<file path="src/rtl/apb_pkg.sv">
// Shared APB definitions: bus widths, FSM states, request payload and helpers.
package apb_pkg;

    localparam int unsigned ADDR_WIDTH  = 16;
    localparam int unsigned DATA_WIDTH  = 32;
    localparam int unsigned STRB_WIDTH  = DATA_WIDTH / 8;
    localparam int unsigned MAX_REQ     = 8;
    localparam int unsigned IDX_W       = $clog2(MAX_REQ);
    localparam int unsigned MAX_TIMEOUT = 255;
    localparam int unsigned TIMEOUT_W   = $clog2(MAX_TIMEOUT + 1);

    // Upper half of the address map is the privileged region
    localparam logic [ADDR_WIDTH-1:0] PRIV_BASE = ADDR_WIDTH'(16'h8000);
    localparam logic [ADDR_WIDTH-1:0] ALIGN_MASK = ADDR_WIDTH'(STRB_WIDTH - 1);

    typedef enum logic [1:0] {
        IDLE   = 2'd0,
        SETUP  = 2'd1,
        ACCESS = 2'd2,
        ERROR  = 2'd3
    } apb_state_t;

    typedef struct packed {
        logic [ADDR_WIDTH-1:0] addr;
        logic                  write;
        logic [DATA_WIDTH-1:0] wdata;
        logic [STRB_WIDTH-1:0] strb;
        logic [2:0]            prot;
    } apb_req_t;

    // Word-aligned addresses only
    function automatic logic validAlign(input logic [ADDR_WIDTH-1:0] addr);
        return (addr & ALIGN_MASK) == '0;
    endfunction

    // Privileged, non-secure, instruction for the privileged region; plain data otherwise
    function automatic logic [2:0] getPprot(input logic [ADDR_WIDTH-1:0] addr);
        return (addr >= PRIV_BASE) ? 3'b111 : 3'b000;
    endfunction

endpackage

</file>
<file path="src/rtl/apb_rr_arbiter.sv">
// Combinational round-robin grant: first valid requester after ptr, with wrap.
module apb_rr_arbiter
    import apb_pkg::*;
#(
    parameter int unsigned NUM_REQ = 2
) (
    input  logic [NUM_REQ-1:0] req_valid,
    input  logic [IDX_W-1:0]   ptr,
    output logic [NUM_REQ-1:0] gnt_c,
    output logic [IDX_W-1:0]   gnt_idx_c,
    output logic               gnt_any_c
);

    logic             hi_any;
    logic             lo_any;
    logic [IDX_W-1:0] hi_idx;
    logic [IDX_W-1:0] lo_idx;

    // Lowest valid index above ptr wins; otherwise lowest valid index at or below ptr
    always_comb begin
        hi_any = 1'b0;
        lo_any = 1'b0;
        hi_idx = '0;
        lo_idx = '0;
        for (int j = NUM_REQ - 1; j >= 0; j--) begin
            if (req_valid[j]) begin
                if (j > int'(ptr)) begin
                    hi_any = 1'b1;
                    hi_idx = IDX_W'(j);
                end else begin
                    lo_any = 1'b1;
                    lo_idx = IDX_W'(j);
                end
            end
        end
        gnt_any_c = hi_any | lo_any;
        gnt_idx_c = hi_any ? hi_idx : lo_idx;
        gnt_c     = gnt_any_c ? (NUM_REQ'(1) << gnt_idx_c) : '0;
    end

endmodule

</file>
<file path="src/rtl/apb_arbiter_master.sv">
// Round-robin arbitration of NUM_REQ requesters onto one APB4 completer port.
module apb_arbiter_master
    import apb_pkg::*;
#(
    parameter int unsigned NUM_REQ = 2,
    parameter int unsigned TIMEOUT = 16
) (
    input  logic                          PCLK,
    input  logic                          PRESET,
    input  logic [NUM_REQ-1:0]            req_valid,
    output logic [NUM_REQ-1:0]            req_ready,
    input  logic [NUM_REQ*ADDR_WIDTH-1:0] req_addr,
    input  logic [NUM_REQ-1:0]            req_write,
    input  logic [NUM_REQ*DATA_WIDTH-1:0] req_wdata,
    input  logic [NUM_REQ*STRB_WIDTH-1:0] req_strb,
    output logic [NUM_REQ-1:0]            rsp_valid,
    output logic [DATA_WIDTH-1:0]         rsp_rdata,
    output logic                          rsp_err,
    output logic                          PSEL,
    output logic                          PENABLE,
    output logic                          PWRITE,
    output logic [ADDR_WIDTH-1:0]         PADDR,
    output logic [DATA_WIDTH-1:0]         PWDATA,
    output logic [STRB_WIDTH-1:0]         PSTRB,
    output logic [2:0]                    PPROT,
    input  logic                          PREADY,
    input  logic                          PSLVERR,
    input  logic [DATA_WIDTH-1:0]         PRDATA
);

    // Last ACCESS wait count before abort; unused when TIMEOUT is 0
    localparam logic [TIMEOUT_W-1:0] TO_LAST = TIMEOUT_W'((TIMEOUT == 0) ? 0 : TIMEOUT - 1);

    apb_state_t           state_q, state_d;
    logic [IDX_W-1:0]     ptr_q, ptr_d;
    logic [IDX_W-1:0]     gnt_q, gnt_d;
    apb_req_t             req_q, req_d;
    logic [TIMEOUT_W-1:0] wait_q, wait_d;
    logic                 psel_d, penable_d;
    logic [NUM_REQ-1:0]   rsp_valid_d;
    logic [DATA_WIDTH-1:0] rsp_rdata_d;
    logic                 rsp_err_d;

    logic [NUM_REQ-1:0]    gnt_c;
    logic [IDX_W-1:0]      gnt_idx_c;
    logic                  gnt_any_c;
    logic [ADDR_WIDTH-1:0] sel_addr;
    logic                  sel_write;
    logic [DATA_WIDTH-1:0] sel_wdata;
    logic [STRB_WIDTH-1:0] sel_strb;

    apb_rr_arbiter #(.NUM_REQ(NUM_REQ)) u_arb (
        .req_valid (req_valid),
        .ptr       (ptr_q),
        .gnt_c     (gnt_c),
        .gnt_idx_c (gnt_idx_c),
        .gnt_any_c (gnt_any_c)
    );

    assign PADDR  = req_q.addr;
    assign PWRITE = req_q.write;
    assign PWDATA = req_q.wdata;
    assign PSTRB  = req_q.strb;
    assign PPROT  = req_q.prot;

    // Select the granted requester's payload
    always_comb begin
        sel_addr  = '0;
        sel_write = 1'b0;
        sel_wdata = '0;
        sel_strb  = '0;
        for (int i = 0; i < NUM_REQ; i++) begin
            if (gnt_c[i]) begin
                sel_addr  = req_addr[i*ADDR_WIDTH +: ADDR_WIDTH];
                sel_write = req_write[i];
                sel_wdata = req_wdata[i*DATA_WIDTH +: DATA_WIDTH];
                sel_strb  = req_strb[i*STRB_WIDTH +: STRB_WIDTH];
            end
        end
    end

    // Next-state, latch and registered-output logic for the transfer sequencer
    always_comb begin
        state_d     = state_q;
        ptr_d       = ptr_q;
        gnt_d       = gnt_q;
        req_d       = req_q;
        wait_d      = wait_q;
        psel_d      = 1'b0;
        penable_d   = 1'b0;
        rsp_valid_d = '0;
        rsp_rdata_d = '0;
        rsp_err_d   = 1'b0;
        req_ready   = '0;
        unique case (state_q)
            IDLE: begin
                if (gnt_any_c) begin
                    req_ready   = gnt_c;
                    ptr_d       = gnt_idx_c;
                    gnt_d       = gnt_idx_c;
                    req_d.addr  = sel_addr;
                    req_d.write = sel_write;
                    req_d.wdata = sel_write ? sel_wdata : '0;
                    req_d.strb  = sel_write ? sel_strb : '0;
                    req_d.prot  = getPprot(sel_addr);
                    if (validAlign(sel_addr)) begin
                        state_d = SETUP;
                        psel_d  = 1'b1;
                    end else begin
                        state_d = ERROR;
                    end
                end
            end
            SETUP: begin
                state_d   = ACCESS;
                psel_d    = 1'b1;
                penable_d = 1'b1;
                wait_d    = '0;
            end
            ACCESS: begin
                if (PREADY) begin
                    state_d     = IDLE;
                    rsp_valid_d = NUM_REQ'(1) << gnt_q;
                    rsp_rdata_d = req_q.write ? '0 : PRDATA;
                    rsp_err_d   = PSLVERR;
                end else if ((TIMEOUT != 0) && (wait_q == TO_LAST)) begin
                    state_d     = IDLE;
                    rsp_valid_d = NUM_REQ'(1) << gnt_q;
                    rsp_err_d   = 1'b1;
                end else begin
                    psel_d    = 1'b1;
                    penable_d = 1'b1;
                    wait_d    = wait_q + TIMEOUT_W'(1);
                end
            end
            ERROR: begin
                state_d     = IDLE;
                rsp_valid_d = NUM_REQ'(1) << gnt_q;
                rsp_err_d   = 1'b1;
            end
            default: state_d = IDLE;
        endcase
    end

    // State and output registers; reset drops any in-flight transfer
    always_ff @(posedge PCLK or posedge PRESET) begin
        if (PRESET) begin
            state_q   <= IDLE;
            ptr_q     <= IDX_W'(NUM_REQ - 1);
            gnt_q     <= '0;
            req_q     <= '0;
            wait_q    <= '0;
            PSEL      <= 1'b0;
            PENABLE   <= 1'b0;
            rsp_valid <= '0;
            rsp_rdata <= '0;
            rsp_err   <= 1'b0;
        end else begin
            state_q   <= state_d;
            ptr_q     <= ptr_d;
            gnt_q     <= gnt_d;
            req_q     <= req_d;
            wait_q    <= wait_d;
            PSEL      <= psel_d;
            PENABLE   <= penable_d;
            rsp_valid <= rsp_valid_d;
            rsp_rdata <= rsp_rdata_d;
            rsp_err   <= rsp_err_d;
        end
    end

endmodule

</file>
<file path="config.mk">
export PLATFORM = sky130hd
export DESIGN_NAME = apb_arbiter_master
export DESIGN_NICKNAME = d
export VERILOG_FILES = /design/src/rtl/apb_pkg.sv /design/src/rtl/apb_rr_arbiter.sv /design/src/rtl/apb_arbiter_master.sv
export SDC_FILE = /design/constraint.sdc
export NUM_CORES = 1
export LEC_CHECK = 0
export CORE_UTILIZATION = 39
export CTS_CLUSTER_DIAMETER = 50
export DETAILED_ROUTE_END_ITERATION = 12
export GPL_ROUTABILITY_DRIVEN = 0
export PLACE_DENSITY = 0.85
export SLEW_MARGIN = 30
export SYNTH_ARGS = -nofsm -noshare
export SYNTH_HDL_FRONTEND = slang
export SYNTH_SLANG_ARGS = --single-unit
</file>
<file path="constraint.sdc">
create_clock -name PCLK -period 3.5 [get_ports PCLK]
set_input_delay 0.35 -clock PCLK [delete_from_list [all_inputs] [get_ports PCLK]]
set_output_delay 0.35 -clock PCLK [all_outputs]
set_load 0.005 [all_outputs]
</file>
==> results.tsv <==
stage	metric	value	unit
cells_and_area	multi-input combinational cell area	0.00160	sq mm
synth	Cell Area, Synth	0.00433	sq mm
cts	CTS tree	yes	
synth	Post-Synth Adder-Cell Area	0.0173	
detailed_routing	DRC errors left	0	
global_route	global route overflow	0	
pwr	Gate power share	0.415	
pwr	Net Switching	1450	uW
pwr	worst vdd ir	0.554	mV
synth	Seq/Total Area, Yosys	0.596	
pwr	Sequential Power Share	0.392	
cells_and_area	Area Overhead vs Synth	62.7	%
worst_setup_path	Setup CP Type	input pin to output pin	
floorplanning	Die Wd	107	microns
pwr	Internal	3130	uW
placement	post-DP HPWL	8960	microns
synth	syn avg cell area	11.0	sq um
cells_and_area	Fillers	865	
cts	clk root buf	clkbuf_8	
sta	final setup violating endpoints	0	
worst_setup_path	CP Data Arrival Time	2.21	ns
detailed_routing	DRT iter0 DRCs	241	
synth	Mapped Nets	545	
cts	H-Tree Depth	3	
cts	Clock Path Buffers	2	
floorplanning	Initial Utilization	0.399	
min_path	worst min path class	input pin to asynchronous set/reset pin	
synth	FF+latch count, synth	103	
sta	fmax	0.391	GHz
sta	fin crit share	0.730	
worst_setup_path	startpoint class of the critical path	input pin	
pwr	P_leak	0.00298	uW
detailed_routing	DR vias	3895	
cells_and_area	most frequent cells in the layout	clkdlybuf4s50_1 (238), dfrtp_1 (102), nand2_1 (46)	
worst_setup_path	crit path capture type	output pin	
synth	mux cell area share after synthesis	0.00751	
global_route	vias in the first global route	3951	
cells_and_area	Layout Cells excl Fill	766	
sta	Fin. Hold Viols	0	
detailed_routing	Wirelength per Cell	16.2	microns
floorplanning	core box area	0.0108	sq mm
cells_and_area	Layout Nets	771	
sta	Clock Skews	0.00911	ns
placement	IO Port Bufs	238	
floorplanning	row count	38	
cells_and_area	most common cell after layout, fill and taps aside	clkdlybuf4s50_1	
worst_setup_path	CP Max Fanout	13	
sta	min Tclk post-route	2.56	ns
synth	largest family of logic cells by synthesized area	compound AO/OA/AOI/OAI gates	
sta	Worst Tran Pin Value	0.626	ns
floorplanning	I/O pin cnt	239	
synth	Syn. warnings	0	
cells_and_area	Antenna diodes	0	
pwr	Clock Power Share	0.192	
detailed_routing	Vias/cell	5.08	
worst_setup_path	Critical Path RT	3.15	ns
detailed_routing	Final ANT Viol Nets	0	
synth	area fraction in compound gates after synthesis	0.190	
global_route	largest net degree at the start of global routing	56	
cts	CTS Hold Bufs	0	
floorplanning	Die Height	107	microns
detailed_routing	Pre-antenna DRT Iters	4	
sta	fin. max-slew vios	0	
cells_and_area	share of layout cells above drive strength 1	0.0559	
sta	Slew headroom	0.581	
floorplanning	die area	0.0115	sq mm
synth	post-synthesis xor/xnor area fraction	0.00202	
synth	post-synthesis simple-gate area fraction	0.150	
cts	# Post-CTS Setup Buffers	0	
cts	cts repair resizes	0	
cts	cts bufs inserted	9	
placement	number of placed instances, taps included	750	
sta	setup TNS	0	ns
pwr	Pwr per Cell Area	651	mW/mm^2
global_route	global-route wire length before repair	19400	microns
synth	Post-Synthesis Cells	395	
synth	Netlist cell types	44	
cts	CTS sink cnt	103	
detailed_routing	DRT Wirelength	12400	microns
cells_and_area	register area	0.00258	sq mm
global_route	initial antenna violation count	0	
flow_run	max_cap viols	0	
cts	clock latency on the worst-skew pair	0.36	ns
sta	RSZ-0062 raised after global routing	false	
global_route	GRT Total Usage	0.219	
outcome	outcome	finished clean	
cts	Clk pin slew, worst setup/hold paths	0.10	ns
pwr	Net Sw Frac	0.316	
layout make-up:
type / count / area share
well taps: 140 / 0.0249
clock inverters: 7 / 0.0172
inverters: 4 / 0.00249
repair buffers: 243 / 0.345
flip-flops and latches: 103 / 0.366
clock buffers: 9 / 0.0176
multi-input cells: 260 / 0.226
layer usage:
metal | up-vias | wire length [microns] | GRT usage
met4 | 0 | 276 | 0.101
met3 | 20 | 747 | 0.0466
li1 | 1834 | - | -
met5 | - | 0 | 0
met1 | 1893 | 4940 | 0.256
met2 | 148 | 6450 | 0.383
stage by stage:
step / hold WS (ns) / setup WS (ns) / instance area, sq um / total power [uW] / utilization
final: 0.418 / 0.944 / 7040 / 4580 / 0.650
after global routing: 0.450 / 0.831 / 7040 / 4880 / 0.650
after CTS: 0.423 / 0.956 / 7040 / 4630 / 0.650
after detailed placement: 0.458 / 0.961 / 6800 / 3740 / 0.627
after global placement: 0.450 / 1.05 / 6800 / 3660 / 0.627
after floorplan: 0.418 / 0.448 / 4330 / 2600 / -
worst paths after layout:
check | startpoint | to | slack (ns) | depth (start not counted)
setup reg to reg | state_q[0] | wait_q[7] | 1.53 | 6
setup / recovery | req_valid[0] | req_ready[1] | 0.94 | 4
hold / removal | PRESET | rsp_rdata[31] | 0.42 | 2
min in group PCLK | gnt_q[0] | rsp_valid[0] | 0.46 | 1
hold reg to reg | gnt_q[0] | rsp_valid[0] | 0.46 | 1
max in group asynchronous | PRESET | ptr_q[0] | 2.30 | 3
worst max-delay path, stage by stage:
cell and delay (ns):
clkdlybuf4s50_1 0.60, a21boi_4 0.48, and2_1 0.26, clkdlybuf4s50_1 0.52
flip-flops by register name, summed over array words and instances (netlist names):
signal and cells:
PADDR 16, PENABLE 1, PPROT 1, PSEL 1
PSTRB 4, PWDATA 32, PWRITE 1, gnt_q 1
ptr_q 1, rsp_err 1, rsp_rdata 32, rsp_valid 2
state_q 2, wait_q 8
cells by family after synthesis:
family,Yosys count
flip-flops,103
XOR/XNOR,1
multiplexers,3
AO/OA/AOI/OAI,114
buffers and inverters,32
AND/OR/NAND/NOR,136
adder cells (fa/ha/maj),6
power groups by stage:
stage          Clock [uW]  Combinational [uW]  Sequential (uW)
3_5_place_dp            0                1920             1820
6_report              882                1900             1800
2_1_floorplan           0                 780             1820
4_1_cts               906                1930             1800
5_1_grt               949                2080             1850
3_3_place_gp            0                1870             1800
cells in the mapped netlist (all sizes together):
cell type,instances,area (sq um)
a211oi,1,7.51
a21boi,1,18.8
o21ai,38,194
mux2,2,22.5
a41oi,1,27.5
o41ai,1,8.76
nand2b,2,12.5
a41o,2,20.0
dfrtp,102,2550
a21o,2,15.0
inv,4,15.0
or2,3,18.8
a22oi,36,270
o31ai,2,15.0
o311ai,1,8.76
and3,1,6.26
a32o,1,10.0
ha,6,75.1
a21oi,6,37.5
clkbuf,13,48.8
buf,15,101
nand3,7,35.0
dfstp,1,26.3
o21a,3,22.5
nor2b,2,12.5
a221o,1,10.0
nand2,47,179
nor2,37,139
or3,1,6.26
o211ai,2,15.0
nor3,1,5.00
a221oi,15,131
nor4,1,21.3
xnor2,1,8.76
and2,34,213
mux2i,1,10.0
a32oi,1,8.76
(Power assumes the default switching activity.)
